--- src/rtl/sprite_pkg.sv ---
// Shared sprite geometry and colour constants used by the position controller,
// the renderers and the pixel mixer.
package sprite_pkg;

  localparam int SPRITE_W = 32;
  localparam int SPRITE_H = 32;
  localparam int SCREEN_W = 640;
  localparam int SCREEN_H = 480;
  localparam int COLOR_W  = 12;
  localparam int POS_W    = 10;

  localparam logic [COLOR_W-1:0] KEY_COLOR = 12'hF0F;

  typedef logic [POS_W-1:0] pos_t;

endpackage

--- src/rtl/sprite_box_test.sv ---
// Combinational hit test of a scan pixel against a sprite box, plus the pixel
// offset inside the box. Shared by every sprite renderer.
module sprite_box_test
  import sprite_pkg::*;
#(
  parameter int BOX_W = SPRITE_W,
  parameter int BOX_H = SPRITE_H
) (
  input  logic [POS_W-1:0] pixel_x,
  input  logic [POS_W-1:0] pixel_y,
  input  logic [POS_W-1:0] box_x,
  input  logic [POS_W-1:0] box_y,
  input  logic             video_on,
  output logic             in_box,
  output logic [POS_W:0]   dx,
  output logic [POS_W:0]   dy
);

  logic [POS_W:0] x_end;
  logic [POS_W:0] y_end;
  logic           in_x;
  logic           in_y;

  // One extra bit keeps box ends past the right/bottom screen edge from wrapping.
  assign dx    = {1'b0, pixel_x} - {1'b0, box_x};
  assign dy    = {1'b0, pixel_y} - {1'b0, box_y};
  assign x_end = {1'b0, box_x} + (POS_W+1)'(BOX_W);
  assign y_end = {1'b0, box_y} + (POS_W+1)'(BOX_H);

  assign in_x   = (pixel_x >= box_x) && ({1'b0, pixel_x} < x_end);
  assign in_y   = (pixel_y >= box_y) && ({1'b0, pixel_y} < y_end);
  assign in_box = video_on && in_x && in_y;

endmodule

--- src/rtl/user_sprite_renderer.sv ---
// Player sprite renderer: per-frame position latch, box test, external sprite
// ROM fetch and colour-key transparency in a fixed 3-cycle pipeline.
module user_sprite_renderer #(
  parameter int                 SPRITE_W  = sprite_pkg::SPRITE_W,
  parameter int                 SPRITE_H  = sprite_pkg::SPRITE_H,
  parameter int                 COLOR_W   = sprite_pkg::COLOR_W,
  parameter logic [COLOR_W-1:0] KEY_COLOR = sprite_pkg::KEY_COLOR,
  parameter logic [9:0]         RESET_X   = 10'd280,
  parameter logic [9:0]         RESET_Y   = 10'd400
) (
  input  logic               clk25,
  input  logic               rst_n,
  input  logic [9:0]         sprite_x,
  input  logic [9:0]         sprite_y,
  input  logic               frame_start,
  input  logic [9:0]         pixel_x,
  input  logic [9:0]         pixel_y,
  input  logic               video_on,
  output logic [9:0]         rom_addr,
  input  logic [COLOR_W-1:0] rom_data,
  output logic               pix_valid,
  output logic               pix_hit,
  output logic [COLOR_W-1:0] pix_rgb
);
  import sprite_pkg::*;

  localparam int COL_B = $clog2(SPRITE_W);
  localparam int ROW_B = $clog2(SPRITE_H);

  logic [9:0]  lat_x;
  logic [9:0]  lat_y;
  logic        in_box_p0;
  logic [10:0] dx_p0;
  logic [10:0] dy_p0;
  logic        hit_p1;
  logic        vld_p1;
  logic        hit_p2;
  logic        vld_p2;
  logic        opaque_p2;
  logic        unused_offset_bits;

  sprite_box_test #(
    .BOX_W(SPRITE_W),
    .BOX_H(SPRITE_H)
  ) u_box (
    .pixel_x (pixel_x),
    .pixel_y (pixel_y),
    .box_x   (lat_x),
    .box_y   (lat_y),
    .video_on(video_on),
    .in_box  (in_box_p0),
    .dx      (dx_p0),
    .dy      (dy_p0)
  );

  assign unused_offset_bits = ^{dx_p0[10:COL_B], dy_p0[10:ROW_B]};
  assign opaque_p2          = hit_p2 && (rom_data != KEY_COLOR);

  always_ff @(posedge clk25 or negedge rst_n) begin
    if (!rst_n) begin
      lat_x     <= RESET_X;
      lat_y     <= RESET_Y;
      rom_addr  <= '0;
      hit_p1    <= 1'b0;
      vld_p1    <= 1'b0;
      hit_p2    <= 1'b0;
      vld_p2    <= 1'b0;
      pix_valid <= 1'b0;
      pix_hit   <= 1'b0;
      pix_rgb   <= '0;
    end else begin
      // The compare in the frame_start cycle still sees the previous latch.
      if (frame_start) begin
        lat_x <= sprite_x;
        lat_y <= sprite_y;
      end
      // Stage 0 -> 1: box test result and ROM address
      rom_addr <= in_box_p0 ? 10'({dy_p0[ROW_B-1:0], dx_p0[COL_B-1:0]}) : '0;
      hit_p1   <= in_box_p0;
      vld_p1   <= video_on;
      // Stage 1 -> 2: ROM fetch in flight
      hit_p2   <= hit_p1;
      vld_p2   <= vld_p1;
      // Stage 2 -> 3: colour key and output
      pix_hit   <= opaque_p2;
      pix_rgb   <= opaque_p2 ? rom_data : '0;
      pix_valid <= vld_p2;
    end
  end

endmodule

--- config.mk ---
export PLATFORM = sky130hd
export DESIGN_NAME = user_sprite_renderer
export DESIGN_NICKNAME = d
export VERILOG_FILES = /design/src/rtl/sprite_pkg.sv /design/src/rtl/sprite_box_test.sv /design/src/rtl/user_sprite_renderer.sv
export SDC_FILE = /design/constraint.sdc
export NUM_CORES = 1
export LEC_CHECK = 0
export ABC_AREA = 0
export CORE_UTILIZATION = 35
export CTS_CLUSTER_SIZE = 24
export DETAILED_ROUTE_END_ITERATION = 10
export PLACE_DENSITY_LB_ADDON = 0.12
export SLEW_MARGIN = 20
export SYNTH_ARGS = -nofsm -noshare
export SYNTH_HDL_FRONTEND = slang
export SYNTH_SLANG_ARGS = --single-unit
--- constraint.sdc ---
create_clock -name clk25 -period 3.5 [get_ports clk25]
set_clock_uncertainty 0.15 [all_clocks]
set_input_delay 0.7 -clock clk25 [delete_from_list [all_inputs] [get_ports clk25]]
set_output_delay 0.7 -clock clk25 [all_outputs]
set_load 0.03 [all_outputs]
==> key figures, run 1 <==
Placed design
  • Post-DP HPWL: 4440 um
  • PortBufs: 79
  • Post-DP Area: 0.00353 mm^2
  • Placer Congestion: 0.805

Critical path
  • Critical path class: primary input to register
  • Crit-path cells: clkdlybuf4s50_1, inv_1, ha_1, inv_1, fa_1, a21oi_1, o2111ai_1, a21oi_1, a2111oi_4, nand3_4, inv_2, and2_1
  • Max stage delay on crit path: 400 ps
  • Reg2Reg Depth: 9
  • CP Launch Type: primary input
  • CP delay by family, top: compound AO/OA/AOI/OAI gates
  • Nature of the critical path endpoint: register
  • CP max-delay cell: clkdlybuf4s50_1
  • Worst Path Required: 3550 ps
  • Data arrival, critical path: 2850 ps
  • Critical Path Stages: 12
  • WP buf/inv: 4
  • Crit-path max FO: 9

STA
  • Fmax: 358 MHz
  • Clock period minus worst slack: 2800 ps
  • Worst rel slew slack: 0.589
  • Final Hold Fails: 0
  • Final Max Tran Viols: 0
  • Final setup vio count: 0
  • RSZ-0062 raised after global routing: no
  • Worst Tran Pin Value: 616 ps
  • Final TNS setup: 0 ps
  • Final period utilization: 0.799

Clock tree
  • Hold-fix buffers, CTS: 0
  • CTS max path bufs: 2
  • CTS clk-pin slew, worst paths: 100 ps
  • Skew-Pair Late Insertion Delay: 310 ps
  • CTS Sinks: 48
  • Post-CTS setup buffer count: 0
  • H-tree Lvls: 2
  • Clock root cell: clkbuf_8
  • Total CTS buffers: 5
  • Post-cts resize count: 0
  • CTS tree: done

Route
  • Via density: 4.65
  • Post-route DRC violation count: 0
  • Router iterations before antenna repair: 4
  • Post-Route WL: 5600 um
  • Via count: 2030
  • WL/cell: 12.8 um
  • Detail Route Antenna Nets: 0
  • 1st-iter DRT viols: 69

Layout
  • Synthesis-to-finish area growth: 39.7%
  • Most common cell after layout, fill and taps aside: clkdlybuf4s50_1
  • Share of post-route cells with drive strength above 1: 0.0710
  • Commonest cells after routing, fill and taps aside: clkdlybuf4s50_1, dfrtp_1, ha_1
  • Fin area: 0.00367 mm^2
  • Antenna diode count: 0
  • Reg area: 0.00121 mm^2
  • Fin nets: 427
  • Footprint of the multi-input gates: 0.00129 mm^2
  • Fill cell count: 680

Synth
  • Leading area contributor after synthesis: dfrtp_1
  • Count of state elements after synthesis: 48
  • Syn_area_per_cell: 10.3 um^2
  • Seq/Total Area, Yosys: 0.461
  • Synth top area cells: dfrtp_1, ha_1, dfstp_2
  • Synth top area share: 0.401
  • Post-Synthesis Cells: 254
  • Post-Synthesis Cell Area: 0.00262 mm^2
  • Synth unique cells: 33
  • Synth warn: 0
  • Mapped Nets: 344

Flow run
  • Max_cap viols: 0

GRT
  • Via count of the first global-routing pass: 2028
  • Antenna violations before repair: 0
  • First-pass GRT wire length: 9310 um
  • GRT Total Usage: 0.157
  • Grt total ovfl: 0
  • Pin count of the biggest net entering global routing: 49

Die
  • Die height: 88.6 um
  • Rows: 31
  • Die X-Extent: 88.6 um
  • Initial core utilization: 0.362
  • IO Count: 80
  • Core area: 0.00725 mm^2
  • Die area: 0.00785 mm^2

Hold path
  • Min-Delay Path Depth: 0
  • Hold crit path type: register to register

Power and ir drop
  • Pwr/cell area: 396 mW/mm^2
  • Pleak: 1.67 nW
  • Peak supply drop: 0.000132 V

Run status
  • Outcome: finished clean
-- metal layers --
layer	track usage	vias up	share of wire
met5	0	-	0
met4	0.0484	0	0.013
met3	0.0326	6	0.053
met2	0.259	58	0.46
met1	0.206	934	0.48
li1	-	1032	-
-- final cells by class --
class,instances,area share
Clock inverter,3,0.0188
Tap cell,99,0.0338
Inverter,29,0.0297
Sequential cell,48,0.330
Clock buffer,5,0.0188
Multi-Input combinational cell,173,0.352
Timing Repair Buffer,80,0.217
-- per-stage QoR --
stage / setup WS (ps) / power (mW) / std cells / hold WS (ps) / util
after floorplan: 1010 / 0.829 / 254 / 181 / -
after global placement: 439 / 0.973 / 429 / 182 / 0.486
after detailed placement: 359 / 0.977 / 429 / 185 / 0.486
after CTS: 688 / 1.47 / 437 / 194 / 0.505
after global routing: 528 / 1.54 / 437 / 210 / 0.505
final: 703 / 1.45 / 437 / 191 / 0.505
-- path summary, 6_finish.rpt --
path	start	slack [ps]	endpoint
worst max-delay path	pixel_x[0]	700	rom_addr[1]$_DFF_PN0_
worst min-delay path	vld_p2$_DFF_PN0_	190	pix_valid$_DFF_PN0_
worst max register to register	lat_y[7]$_DFFE_PN1P_	970	rom_addr[3]$_DFF_PN0_
worst min register to register	vld_p2$_DFF_PN0_	190	pix_valid$_DFF_PN0_
max in group asynchronous	rst_n	2540	lat_x[9]$_DFFE_PN0P_
min in group asynchronous	rst_n	250	pix_rgb[8]$_DFF_PN0_
-- synthesized netlist by cell type, drive strengths merged --
cell and number:
a2111oi 1, a211o 1, a211oi 3, a21bo 1, a21o 5, a21oi 14, a221oi 1, and2 14
and3 4, clkbuf 4, dfrtp 42, dfstp 6, fa 2, ha 32, inv 29, mux2 2
nand2 21, nand2b 1, nand3 9, nand4 3, nand4b 2, nor2 11, nor2b 2, o2111ai 3
o21a 2, o21ai 25, o21bai 1, o31a 3, xnor2 9, xor2 1
-- where the power goes --
| group | switching [mW] | total, mW | internal, mW |
|---|---|---|---|
| clock | 0.200 | 0.488 | 0.288 |
| sequential | 0.0167 | 0.608 | 0.592 |
| combinational | 0.180 | 0.355 | 0.175 |
| total | 0.397 | 1.45 | 1.05 |
-- flip-flops by register name (all words and copies together) (netlist names) --
register	flops
hit_p1	1
lat_y	10
vld_p1	1
pix_hit	1
vld_p2	1
pix_rgb	12
hit_p2	1
rom_addr	10
pix_valid	1
lat_x	10
-- cells by family (layout without fill, tap and decap cells) --
kind of cell | Yosys count | count (layout) | share of synthesized area
AO/OA/AOI/OAI | 60 | 60 | 0.151
XOR/XNOR | 10 | 10 | 0.0334
adder cells (fa/ha/maj) | 34 | 34 | 0.168
buffers and inverters | 33 | 117 | 0.0472
flip-flops | 48 | 48 | 0.461
multiplexers | 2 | 2 | 0.00858
AND/OR/NAND/NOR | 67 | 67 | 0.132
Power figures use the tool's default switching activity.
==> run 2: changes to the inputs <==
Clock period 3.5 ns to 2.5 ns, I/O delays scaled along.
==> key figures, run 2 (synthesis results as in run 1) <==
Critical path
  • R2r endpoint: rom_addr[7]$_DFF_PN0_
  • Max stage delay on crit path: 550 ps
  • Critical path class: register to register
  • Critical path's most frequent cell: nor2_1
  • CP max-delay cell: dfstp_2
  • Setup slack, reg-to-reg: 70 ps
  • Crit-path max FO: 4
  • Crit-path cells: and3_4, xnor2_2, ha_1, a21o_1, a21oi_2, nor2_1, a2111oi_4, buf_4, nand3_4, nor2_1
  • Crit path from: lat_y[7]$_DFFE_PN1P_
  • CP Capture Point: rom_addr[7]$_DFF_PN0_
  • Reg2Reg Depth: 10
  • Worst Path Required: 2590 ps
  • CP Launch Type: register
  • Reg-to-reg startpoint: lat_y[7]$_DFFE_PN1P_
  • Data arrival, critical path: 2520 ps
  • Nature of the critical path endpoint: register

STA
  • Fmax: 411 MHz
  • Worst setup margin: 69.2 ps
  • Final Max Tran Viols: 0
  • Clock period minus worst slack: 2430 ps
  • Final period utilization: 0.972
  • Final Hold Fails: 0
  • RSZ-0062 raised after global routing: yes
  • Worst Tran Pin Value: 619 ps
  • Worst rel slew slack: 0.587
  • Final TNS setup: 0 ps
  • Final setup vio count: 0

GRT
  • Pin count of the biggest net entering global routing: 49
  • Antenna violations before repair: 0
  • GRT Total Usage: 0.162
  • First-pass GRT wire length: 9790 um
  • Via count of the first global-routing pass: 2126
  • Grt total ovfl: 0

Run status
  • Outcome: finished clean

Route
  • 1st-iter DRT viols: 48
  • WL/cell: 12.7 um
  • Post-Route WL: 6020 um
  • Via density: 4.60
  • Post-route DRC violation count: 0
  • Detail Route Antenna Nets: 0
  • Via count: 2171
  • Router iterations before antenna repair: 4

Die
  • Core area: 0.00725 mm^2
  • Die height: 88.6 um
  • Initial core utilization: 0.362
  • Rows: 31
  • Die area: 0.00785 mm^2
  • Die X-Extent: 88.6 um
  • IO Count: 80

Clock tree
  • CTS max path bufs: 2
  • Hold-fix buffers, CTS: 0
  • CTS Sinks: 48
  • CTS tree: done
  • H-tree Lvls: 2
  • Clock root cell: clkbuf_8
  • Total CTS buffers: 5
  • CTS clk-pin slew, worst paths: 100 ps
  • Skew-Pair Late Insertion Delay: 300 ps

Power and ir drop
  • Peak supply drop: 0.000257 V
  • Pleak: 1.85 nW
  • Pwr/cell area: 513 mW/mm^2
  • Post-route total power: 2.04 mW

Placed design
  • Post-DP HPWL: 4540 um
  • PortBufs: 79
  • Placer Congestion: 0.819
  • Place WS: -405 ps

Layout
  • Most common cell after layout, fill and taps aside: clkdlybuf4s50_1
  • Fill cell count: 690
  • Synthesis-to-finish area growth: 51.9%
  • Biggest register: pix_rgb
  • Max FFs per register: 12
  • Fin nets: 462
  • Commonest cells after routing, fill and taps aside: clkdlybuf4s50_1, dfrtp_1, buf_4
  • Share of post-route cells with drive strength above 1: 0.204
  • Final Core Density: 0.549
  • Antenna diode count: 0

Hold path
  • Hold crit path type: primary input to async pin

Flow run
  • Max_cap viols: 0
[run 2: cell count changes in the layout (fill, tap and decap cells not counted), moves of 2 or more]
cell,previous run,this run
buf_4,2,35
a21oi_1,14,11
a21oi_2,0,3
ha_1,32,29
nor2_1,11,8
nor2_2,0,3
clkdlybuf4s50_1,78,76
dlymetal6s2s_1,0,2
fa_1,2,0
fa_2,0,2
ha_2,0,2
inv_1,28,26
inv_2,1,3
[run 2: worst max-delay path, delay by kind of cell, from the launching register on]
family | cells | cell delay, ps
DFF | 1 | 550
adders and majority gates | 1 | 310
AOI/OAI and AO/OA | 3 | 650
xor gates and xnor gates | 1 | 60
buffers and inverters | 1 | 200
and+or+nand+nor | 4 | 460
[run 2: final cells by class]
| cell class | count | area (um^2) | area share |
|---|---|---|---|
| Clock inverter | 3 | 46.3 | 0.0116 |
| Timing Repair Buffer | 114 | 1050 | 0.264 |
| Tap cell | 99 | 124 | 0.0311 |
| Inverter | 29 | 109 | 0.0273 |
| Clock buffer | 5 | 68.8 | 0.0173 |
| Sequential cell | 48 | 1210 | 0.303 |
| Multi-Input combinational cell | 174 | 1380 | 0.345 |
[run 2: what timing repair did]
action,in CTS,in global routing
buffers inserted,1,4
cloned,1,0
endpoints found under the hold margin,0,0
setup endpoints to repair,5,11
pin swaps,3,17
gates resized for setup,3,18
[run 2: per-stage QoR]
stage | instances | instance area [um^2] | hold WS (ps)
5_1_grt | 472 | 3990 | 189
6_report | 472 | 3990 | 133
4_1_cts | 468 | 3880 | 153
3_3_place_gp | 458 | 3740 | 182
2_1_floorplan | 254 | 2620 | 54.4
3_5_place_dp | 458 | 3740 | 185
[run 2: per-layer routing]
metal	GRT usage	vias up	routed length [um]
met3	0.0308	6	272
met2	0.264	54	2790
met1	0.223	1001	2890
li1	-	1110	-
met4	0.0396	0	58
met5	0	-	0
[run 2: how the worst min path moves through the flow]
| stage | slack, ps | from | cells after the start | endpoint |
|---|---|---|---|---|
| 2_1_floorplan | 50 | rst_n | 0 | hit_p1$_DFF_PN0_ |
| 3_3_place_gp | 180 | vld_p2$_DFF_PN0_ | 0 | pix_valid$_DFF_PN0_ |
| 3_5_place_dp | 180 | vld_p1$_DFF_PN0_ | 0 | vld_p2$_DFF_PN0_ |
| 4_1_cts | 150 | rst_n | 2 | rom_addr[2]$_DFF_PN0_ |
| 5_1_grt | 190 | rst_n | 2 | pix_rgb[9]$_DFF_PN0_ |
| 6_report | 130 | rst_n | 2 | pix_rgb[8]$_DFF_PN0_ |
[run 2: report_power, final]
part | leakage [nW] | switching [mW] | internal (mW)
Sequential | 0.614 | 0.0222 | 0.828
Combinational | 1.18 | 0.289 | 0.323
Clock | 0.0548 | 0.280 | 0.302
==> run 3: changes to the inputs <==
Settings changed: ABC_AREA 0 to 1, SKIP_CTS_REPAIR_TIMING set to 1.
==> key figures, run 3 <==
Layout
  • Fin nets: 493
  • Synthesis-to-finish area growth: 39.8%
  • Antenna diode count: 0
  • Fill cell count: 710
  • Most common cell after layout, fill and taps aside: clkdlybuf4s50_1
  • Commonest cells after routing, fill and taps aside: clkdlybuf4s50_1, nand2_1, inv_1
  • Max FFs per register: 12
  • Biggest register: pix_rgb
  • Share of post-route cells with drive strength above 1: 0.0965

Synth
  • Count of state elements after synthesis: 48
  • Post-synth top cells: nand2_1, inv_1, dfrtp_1, ha_1, nor2_1
  • Post-Synth Simple-Gate Area: 0.185
  • Seq/Total Area, Yosys: 0.444
  • Synth unique cells: 29
  • Main combinational cell family by area after synthesis: simple AND/OR/NAND/NOR gates
  • Synth top area cells: dfrtp_1, ha_1, nand2_1
  • Main synth FF type: dfrtp_1
  • Post-Synthesis Cells: 313
  • Count leader, synth: nand2_1
  • XOR/XNOR share of the synthesized area: 0.0354
  • Post-synthesis mux area share: 0.00828
  • Synth Area in Compound Gates: 0.0805
  • Syn_area_per_cell: 8.69 um^2
  • Synth Area in Adders: 0.162
  • Mapped Nets: 403
  • Synth warn: 0
  • Synth top area share: 0.386
  • Post-Synthesis Cell Area: 0.00272 mm^2
  • Leading area contributor after synthesis: dfrtp_1
  • Synth async-reset ratio: 1.00
  • EDFF count, synth: 0

Critical path
  • Crit-path cells: clkdlybuf4s50_1, inv_1, ha_1, inv_1, fa_1, inv_1, nand2_1, nand2_1, nand3_1, nand2_1, nand2_2, nand2_1, nor2_1, nand2_1, buf_4, nor2_2
  • Setup slack, reg-to-reg: 310 ps
  • Max stage delay on crit path: 400 ps
  • CP max-delay cell: clkdlybuf4s50_1
  • Worst Path Required: 2550 ps
  • CP Launch Type: primary input
  • Crit-path max FO: 6
  • Nature of the critical path endpoint: register
  • Critical path's most frequent cell: nand2_1
  • Critical path class: primary input to register
  • Data arrival, critical path: 2250 ps

STA
  • Worst Tran Pin Value: 415 ps
  • RSZ-0062 raised after global routing: no
  • Final Max Tran Viols: 0
  • Worst rel slew slack: 0.723
  • Final period utilization: 0.882
  • Fmax: 453 MHz
  • Final setup vio count: 0
  • Final Hold Fails: 0
  • Clock period minus worst slack: 2210 ps
  • Final TNS setup: 0 ps

Placed design
  • Post-DP HPWL: 4620 um
  • Placer Congestion: 0.766
  • PortBufs: 79

Route
  • Via count: 2193
  • 1st-iter DRT viols: 34
  • Post-Route WL: 5580 um
  • WL/cell: 11.1 um
  • Via density: 4.36
  • Post-route DRC violation count: 0
  • Detail Route Antenna Nets: 0
  • Router iterations before antenna repair: 4

Die
  • IO Count: 80
  • Rows: 31
  • Initial core utilization: 0.369
  • Core area: 0.00737 mm^2
  • Die area: 0.00813 mm^2
  • Die X-Extent: 90.2 um
  • Die height: 90.2 um

Power and ir drop
  • Psw: 0.580 mW
  • Switch share: 0.295
  • Peak supply drop: 0.000381 V
  • Comb pwr share: 0.275
  • Post-route total power: 1.97 mW
  • Pleak: 1.88 nW
  • Sequential share of power: 0.432
  • Pwr/cell area: 517 mW/mm^2
  • Clock share of power: 0.293
  • Int Pwr: 1.39 mW

Clock tree
  • CTS Sinks: 48
  • H-tree Lvls: 2
  • CTS tree: done
  • Clock root cell: clkbuf_8
  • CTS clk-pin slew, worst paths: 90 ps
  • Total CTS buffers: 5
  • CTS max path bufs: 2
  • Skew-Pair Late Insertion Delay: 300 ps

Hold path
  • Hold crit path type: register to register

GRT
  • Via count of the first global-routing pass: 2057
  • Antenna violations before repair: 0
  • First-pass GRT wire length: 9390 um
  • Pin count of the biggest net entering global routing: 20
  • Grt total ovfl: 0
  • GRT Total Usage: 0.142

Flow run
  • Max_cap viols: 0

Run status
  • Outcome: finished clean
[run 3: per-layer routing]
metal / wire length (um) / track usage / share of wire / vias to the layer above
li1: - / - / - / 1158
met1: 2810 / 0.190 / 0.50 / 971
met2: 2480 / 0.233 / 0.44 / 60
met3: 235 / 0.0321 / 0.042 / 4
met4: 51 / 0.0363 / 0.0091 / 0
met5: 0 / 0 / 0 / -
[run 3: cells by family after synthesis]
logic type | count (synthesis)
and+or+nand+nor | 119
AOI/OAI and AO/OA | 40
xor gates and xnor gates | 11
muxes | 2
buffers and inverters | 59
DFF | 48
adders and majority gates | 34
[run 3: power by group through the flow]
stage / clock (mW) / combinational (mW) / sequential [mW]
floorplan: 0 / 0.304 / 0.889
global placement: 0 / 0.540 / 0.866
detailed placement: 0 / 0.545 / 0.866
CTS: 0.605 / 0.549 / 0.851
global route: 0.634 / 0.614 / 0.856
finish: 0.577 / 0.541 / 0.850
[run 3: final timing paths]
kind | cells after the start | to | from
hold / removal | 0 | pix_valid$_DFF_PN0_ | vld_p2$_DFF_PN0_
setup reg to reg | 12 | rom_addr[4]$_DFF_PN0_ | lat_y[5]$_DFFE_PN0P_
min in group asynchronous | 2 | pix_rgb[11]$_DFF_PN0_ | rst_n
max in group asynchronous | 3 | lat_y[7]$_DFFE_PN1P_ | rst_n
setup / recovery | 16 | rom_addr[4]$_DFF_PN0_ | pixel_y[0]
hold reg to reg | 0 | pix_valid$_DFF_PN0_ | vld_p2$_DFF_PN0_
[run 3: layout make-up]
| type | instances | area (um^2) | area share |
|---|---|---|---|
| flip-flops and latches | 48 | 1210 | 0.318 |
| clock inverters | 3 | 46.3 | 0.0122 |
| multi-input cells | 206 | 1280 | 0.337 |
| repair buffers | 89 | 876 | 0.230 |
| inverters | 53 | 199 | 0.0523 |
| well taps | 99 | 124 | 0.0326 |
| clock buffers | 5 | 68.8 | 0.0181 |
[run 3: through the flow]
| step | area (um^2) | instances | utilization | hold WS, ps | setup slack (ps) |
|---|---|---|---|---|---|
| 2_1_floorplan | 2720 | 313 | - | 54.4 | 447 |
| 3_3_place_gp | 3680 | 494 | 0.499 | 185 | -7.00 |
| 3_5_place_dp | 3680 | 494 | 0.499 | 185 | -31.3 |
| 4_1_cts | 3790 | 502 | 0.515 | -61.0 | 293 |
| 5_1_grt | 3800 | 503 | 0.516 | 225 | 145 |
| 6_report | 3800 | 503 | 0.516 | 204 | 294 |
[run 3: critical path: cells and delay by family]
kind	cells	cell delay, ps
simple gates	9	490
buf+inv	5	740
fa+ha+maj	2	510
